<file path="src/rtl/pdm_multi.sv">
// pdm_multi: multi-channel first-order sigma-delta PDM output stage.
// Channels share an update divider and commit their shadow duty registers on the same tick.
module pdm_multi #(
  parameter int W = 16,
  parameter int NCH = 2,
  parameter int DIV_W = 4,
  localparam int CH_W = (NCH > 1) ? $clog2(NCH) : 1
) (
  input  logic             clk,
  input  logic             rst,
  input  logic [DIV_W-1:0] div,
  input  logic [NCH-1:0]   en,
  input  logic             wr_valid,
  input  logic [CH_W-1:0]  wr_ch,
  input  logic [W-1:0]     wr_data,
  output logic             sample_req,
  output logic [NCH-1:0]   pdm
);
  logic [DIV_W-1:0] cnt, div_q;
  logic [W-1:0] shadow [NCH];
  logic [W-1:0] active [NCH];
  logic [W-1:0] acc [NCH];
  logic [W:0] sum [NCH];
  logic tick;
  assign tick = cnt == div_q;
  // MSB inversion turns the signed duty into offset binary before accumulation
  always_comb
    for (int i = 0; i < NCH; i++)
      sum[i] = {1'b0, acc[i]} + {1'b0, ~active[i][W-1], active[i][W-2:0]};
  always_ff @(posedge clk or posedge rst)
    if (rst) begin
      cnt <= '0;
      div_q <= '0;
      sample_req <= 1'b0;
      pdm <= '0;
      for (int i = 0; i < NCH; i++) begin
        shadow[i] <= '0;
        active[i] <= '0;
        acc[i] <= '0;
      end
    end else begin
      cnt <= tick ? '0 : cnt + 1'b1;
      if (tick) div_q <= div;
      sample_req <= tick;
      for (int i = 0; i < NCH; i++) begin
        if (wr_valid && wr_ch == CH_W'(i)) shadow[i] <= wr_data;
        if (tick) active[i] <= shadow[i];
        if (!en[i]) begin
          acc[i] <= '0;
          pdm[i] <= 1'b0;
        end else if (tick) begin
          acc[i] <= sum[i][W-1:0];
          pdm[i] <= sum[i][W];
        end
      end
    end
endmodule

</file>
<file path="config.mk">
export PLATFORM = sky130hd
export DESIGN_NAME = pdm_multi
export DESIGN_NICKNAME = d
export VERILOG_FILES = /design/src/rtl/pdm_multi.sv
export SDC_FILE = /design/constraint.sdc
export NUM_CORES = 1
export LEC_CHECK = 0
export CAP_MARGIN = 0
export CELL_PAD_IN_SITES_DETAIL_PLACEMENT = 0
export CELL_PAD_IN_SITES_GLOBAL_PLACEMENT = 2
export CORE_ASPECT_RATIO = 0.6
export CORE_MARGIN = 4
export CORE_UTILIZATION = 23
export CTS_CLUSTER_SIZE = 25
export DETAILED_ROUTE_END_ITERATION = 16
export PLACE_DENSITY_LB_ADDON = 0.08
export SKIP_LAST_GASP = 1
export SLEW_MARGIN = 25
export SYNTH_ARGS = -nofsm -noshare
export SYNTH_HDL_FRONTEND = slang
export SYNTH_SLANG_ARGS = --single-unit
</file>
<file path="constraint.sdc">
create_clock -name clk -period 4.5 [get_ports clk]
set_clock_uncertainty 0.05 [all_clocks]
set_input_delay 1.125 -clock clk [delete_from_list [all_inputs] [get_ports clk]]
set_output_delay 1.125 -clock clk [all_outputs]
set_load 0.005 [all_outputs]
</file>
==> impl_metrics.csv, run 1 <==
group,metric,value,unit
routing,drt_iter0_markers,214,
synth,synth-edff-count,0,
pwr,leakage,2.96,nW
synth,ys_types,57,
synth,synth_top_flop_cell,"dfrtp_1",
place,place.gp.congestion,0.755,
timing,drv_slew,0,
timing,setup_viol_count_final,0,
routing,drt_first_pass_iters,4,
clock_tree,cts_tree,"yes",
setup_path,worstReg2RegStart,"active[0]$_DFFE_PP0P_",
clock_tree,clock_path_buffers,2,
clock_tree,h-tree-depth,3,
layout,fillerInstances,2570,
routing,postRouteAntennaNets,0,
synth,synth_top_cell_by_area,"dfrtp_1",
setup_path,cp.required,4720,ps
worst_hold_path,holdCritPathClass,"reg -> reg",
timing,rsz0062_at_grt,"no",
setup_path,startpoint_type,"input port",
clock_tree,clockRootBuffer,"clkbuf_16",
grt,grt_pass1_wl,25700,µm
grt,grt_pass1_vias,4167,
floorplan,io_pins,29,
timing,hold_violations,0,
outcome,outcome,"finished, final reports clean",
synth,ys_warn_count,0,
floorplan,dieArea,27400,µm²
floorplan,core_area,24200,µm²
timing,fmax,360,MHz
worst_hold_path,min-delay-start,"shadow[10]$_DFFE_PP0P_",
grt,grt_max_degree,76,
clock_tree,cts_buffers,9,
flow_run,maxCapViolations,0,
clock_tree,cts_resized,0,
place,dpl.hpwl,11600,µm
layout,layout-drive-gt1-share,11.1,%
clock_tree,clock_latency,360,ps
routing,routedWlPerCell,17.3,µm
pwr,p_per_area,631,nW/µm²
layout,diodes,0,
grt,globalRouteOverflowTotal,0,
timing,post-route-period-util,61.8,%
floorplan,initial_utilization,23.5,%
routing,wirelength,16200,µm
grt,grtUsageTotal,12.3,%
clock_tree,clk_pin_slew,70,ps
synth,synthArstFlopShare,100,%
setup_path,path_class,"in -> reg",
setup_path,crit_fanout,14,
routing,drt_drc_violations_left,0,
synth,syn_area_per_cell,9.69,µm²
floorplan,fp.dieW,211,µm
timing,tightestPinTransition,935,ps
layout,syn_to_final_growth,16.7,%
synth,netlist_area,5690,µm²
setup_path,r2r-end,"pdm[1]$_DFFE_PP0P_",
synth,ys_ff_latch,107,
synth,netlist.area_leader.share,47.1,%
timing,fin_tns_setup,0,ps
layout,seq_area,2680,µm²
setup_path,reg2reg_depth,9,
worst_hold_path,hold_end,"active[10]$_DFFE_PP0P_",
grt,antenna_found_initial,0,
timing,relSlewSlack,37.5,%
routing,vias,4227,
timing,min_period,2780,ps
worst_hold_path,min_path_cells,2,
synth,synth.yosys.seq_area_share,47.1,%
setup_path,r2r_slack,1740,ps
floorplan,row_count,44,
setup_path,worstPathArrival,3000,ps
synth,synth_nets,648,
layout,layout.nets,669,
pwr,ir_drop,304,µV
routing,viasPerCell,4.52,
synth,synth.top_cells.by_area,"dfrtp_1 (47%), nand2_1 (9.3%), ha_1 (7.3%), mux2_2 (6.3%), a21oi_1 (2.6%)",
clock_tree,post_cts_buffers,0,
layout,multiInputGateArea,2830,µm²
floorplan,die_h,130,µm
synth,yosysMostFrequentCell,"nand2_1",
synth,synthCells,587,
synth,synth_commonest_cells,"nand2_1 (141), dfrtp_1 (107), ha_1 (33), mux2_2 (32), a21oi_1 (30)",
place,io_buffers,28,
clock_tree,clock_sinks,107,
pwr,total_power,0.00419,W
clock_tree,hold_buffers,0,
setup_path,endpoint_kind,"register",
-- registers in the layout (all words and copies together) (netlist names) --
| register | count |
|---|---|
| acc | 32 |
| active | 32 |
| shadow | 32 |
| cnt | 4 |
| div_q | 4 |
| pdm | 2 |
| sample_req | 1 |
-- metrics by stage --
stage	util [%]	cells	hold WS, ps	cell area, µm²	setup WS (ps)
4_1_cts	27.4	935	417	6640	1700
6_report	27.4	935	415	6640	1720
2_1_floorplan	-	587	383	5690	508
5_1_grt	27.4	935	439	6640	1530
3_3_place_gp	26.1	919	393	6320	1360
3_5_place_dp	26.1	919	395	6320	1300
-- metal layers --
layer | wire length [µm] | GRT usage, % | vias to the layer above
met5 | 0 | 0 | -
met4 | 136 | 2.40 | 0
met3 | 534 | 2.76 | 9
met2 | 6000 | 15.9 | 54
met1 | 9530 | 20.4 | 2059
li1 | - | - | 2105
-- worst max path at each step --
| stage | start | slack (ps) | end | cells after the start |
|---|---|---|---|---|
| 4_1_cts | en[1] | 1700 | acc[15]$_DFFE_PP0P_ | 4 |
| 6_report | en[1] | 1720 | acc[15]$_DFFE_PP0P_ | 4 |
| 2_1_floorplan | rst | 510 | acc[0]$_DFFE_PP0P_ | 1 |
| 3_5_place_dp | en[1] | 1300 | acc[15]$_DFFE_PP0P_ | 4 |
| 3_3_place_gp | en[1] | 1360 | acc[15]$_DFFE_PP0P_ | 4 |
| 5_1_grt | en[1] | 1530 | acc[15]$_DFFE_PP0P_ | 4 |
-- worst max-delay path, cell delays in order --
cell and delay [ps]:
clkdlybuf4s50_1 810, inv_1 430, or3_1 470, o211ai_1 170
-- final cells by class --
type,instances,share of cell area (%)
repair buffers,34,5.09
flip-flops and latches,107,40.3
clock inverters,6,1.23
multi-input cells,439,42.7
clock buffers,10,3.60
inverters,17,0.999
well taps,322,6.07
-- logic make-up after synthesis --
family	share of synthesized area, %
AND/OR/NAND/NOR	18.4
AO/OA/AOI/OAI	15.0
flip-flops	47.1
buffers and inverters	3.12
adder cells (fa/ha/maj)	7.97
multiplexers	6.34
XOR/XNOR	2.00
-- layout by cell type (no fill, tap or decap), types with 4 or more instances in the layout --
cell and n:
nand2_1 141, dfrtp_1 107, ha_1 33, mux2_2 32
a21oi_1 30, clkdlybuf4s50_1 28, o21ai_0 25, nand3_1 21
inv_1 15, nor2_1 13, xnor2_1 10, o211ai_1 10
a21o_1 10, or3_1 9, a21boi_0 9, nor3_1 9
clkbuf_16 9, o21a_1 8, and2_1 7, a211oi_1 5
nor3b_1 5, buf_4 5, nand2b_1 4, a21oi_2 4
nor2b_1 4, o31ai_1 4
-- power breakdown --
part	internal [W]	switching (W)	leakage (nW)
logic	0.000705	0.00110	1.45
clock network	0.000460	0.000405	0.155
registers	0.00128	0.000237	1.35
Power figures use the tool's default switching activity.
==> run 2: changes to the inputs <==
==> constraint.sdc (replaced) <==
create_clock -name clk -period 2.3 [get_ports clk]
set_clock_uncertainty 0.05 [all_clocks]
set_input_delay 0.575 -clock clk [delete_from_list [all_inputs] [get_ports clk]]
set_output_delay 0.575 -clock clk [all_outputs]
set_load 0.005 [all_outputs]
==> impl_metrics.csv, run 2 (synthesis gave the netlist of run 1 again) <==
group,metric,value,unit
outcome,outcome,"finished, final reports clean",
setup_path,cp.required,2490,ps
timing,drv_slew,0,
routing,vias,4341,
floorplan,dieArea,27400,µm²
timing,setup_viol_count_final,0,
setup_path,path_class,"reg -> reg",
setup_path,slowest_stage,"dfrtp_1",
routing,routedWlPerCell,16.8,µm
layout,final_cell_mix,"nand2_1 (141), dfrtp_1 (107), buf_4 (35)",
floorplan,row_count,44,
setup_path,endpoint_kind,"register",
timing,fin_tns_setup,0,ps
place,dpl_cell_area,6650,µm²
clock_tree,cts_tree,"yes",
pwr,pwr-share-comb,47.1,%
timing,fmax,444,MHz
timing,min_period,2250,ps
layout,top_regs,"acc: 32 flops, active: 32 flops, shadow: 32 flops",
routing,drt_iter0_markers,233,
layout,fillerInstances,2533,
layout,layout-drive-gt1-share,18.8,%
place,io_buffers,28,
setup_path,r2r_slack,50,ps
layout,fin_cells,972,
grt,globalRouteOverflowTotal,0,
timing,hold_violations,0,
clock_tree,cts_buffers,9,
pwr,ir_drop,460,µV
pwr,clkPwrFrac,19.2,%
grt,grt_pass1_wl,26500,µm
timing,post-route-period-util,98.0,%
pwr,p_int,0.00523,W
layout,seq_area,2680,µm²
layout,layout_commonest_cell,"nand2_1",
layout,multiInputGateArea,2960,µm²
grt,grt_pass1_vias,4472,
setup_path,startpoint_type,"register",
floorplan,die_h,130,µm
timing,rsz0062_at_grt,"yes",
place,dpl.hpwl,11800,µm
floorplan,io_pins,29,
layout,final_cell_area,7120,µm²
layout,layout.nets,706,
grt,grt_max_degree,44,
place,place.gp.congestion,0.770,
clock_tree,clock_latency,370,ps
worst_hold_path,holdCritPathClass,"reg -> reg",
clock_tree,clock_sinks,107,
place,dp.cells,952,
layout,diodes,0,
routing,postRouteAntennaNets,0,
flow_run,maxCapViolations,0,
setup_path,crit_fanout,3,
pwr,p_per_area,1230,nW/µm²
layout,syn_to_final_growth,25.3,%
pwr,seqPwrFrac,33.7,%
grt,grtUsageTotal,12.7,%
pwr,switching_share,40.5,%
floorplan,initial_utilization,23.5,%
routing,viasPerCell,4.47,
clock_tree,clockRootBuffer,"clkbuf_16",
setup_path,max_stage_delay,390,ps
floorplan,core_area,24200,µm²
routing,wirelength,16300,µm
pwr,leakage,3.18,nW
floorplan,fp.dieW,211,µm
routing,drt_first_pass_iters,4,
clock_tree,clk_pin_slew,80,ps
timing,tightestPinTransition,598,ps
clock_tree,h-tree-depth,3,
setup_path,worstPathArrival,2440,ps
routing,drt_drc_violations_left,0,
pwr,p_sw,0.00355,W
timing,relSlewSlack,60.0,%
clock_tree,hold_buffers,0,
grt,antenna_found_initial,0,
setup_path,worstPathCellList,"ha_1 > buf_4 > inv_1 > o22ai_2 > or3_4 > o311a_1 > nand4b_1 > o211ai_1",
clock_tree,clock_path_buffers,2,
[run 2: power groups by stage]
stage / combinational [W] / sequential [W] / clock, W
floorplan: 0.00273 / 0.00281 / 0
global placement: 0.00400 / 0.00301 / 0
detailed placement: 0.00395 / 0.00301 / 0
CTS: 0.00403 / 0.00298 / 0.00176
global route: 0.00472 / 0.00305 / 0.00182
finish: 0.00414 / 0.00296 / 0.00168
[run 2: repair_timing]
action                                  CTS  global route
endpoints found under the setup margin    4            14
pin swaps                                 4            10
setup buffers                             1             4
gates resized for setup                   8            18
[run 2: path summary, 6_finish.rpt]
check,startpoint,to,cells after the start
worst max-delay path,active[8]$_DFFE_PP0P_,acc[14]$_DFFE_PP0P_,8
worst min-delay path,shadow[23]$_DFFE_PP0P_,active[23]$_DFFE_PP0P_,2
worst max register to register,active[8]$_DFFE_PP0P_,acc[14]$_DFFE_PP0P_,8
worst min register to register,shadow[23]$_DFFE_PP0P_,active[23]$_DFFE_PP0P_,2
max in group asynchronous,rst,acc[9]$_DFFE_PP0P_,3
min in group asynchronous,rst,active[2]$_DFFE_PP0P_,2
[run 2: stage by stage]
step	hold WS, ps	worst slack [ps]	total power [W]	util, %
after floorplan	383	178	0.00554	-
after global placement	397	-96.8	0.00701	27.5
after detailed placement	404	-95.4	0.00696	27.5
after CTS	426	27.3	0.00876	28.9
after global routing	445	-58.6	0.00959	29.4
final	417	46.4	0.00878	29.4
[run 2: area by class of cell]
| type | instances | share of cell area, % |
|---|---|---|
| multi-input cells | 439 | 41.6 |
| flip-flops and latches | 107 | 37.6 |
| repair buffers | 71 | 9.87 |
| well taps | 322 | 5.66 |
| clock buffers | 11 | 3.41 |
| clock inverters | 5 | 0.949 |
| inverters | 17 | 0.949 |
[run 2: worst max-delay path, delay by kind of cell, from the launching register on]
family	cells	cell delay, ps
AOI/OAI and AO/OA	3	580
adders and majority gates	1	380
and+or+nand+nor	2	450
buffers and inverters	2	270
DFF	1	390
[run 2: per-layer routing]
layer  up-vias  GRT usage, %  routed length (µm)
met5         -             0                   0
met4         0          2.74                 131
met3        12          3.08                 468
met2        41          16.6                6200
met1      2113          20.4                9480
li1       2175             -                   -
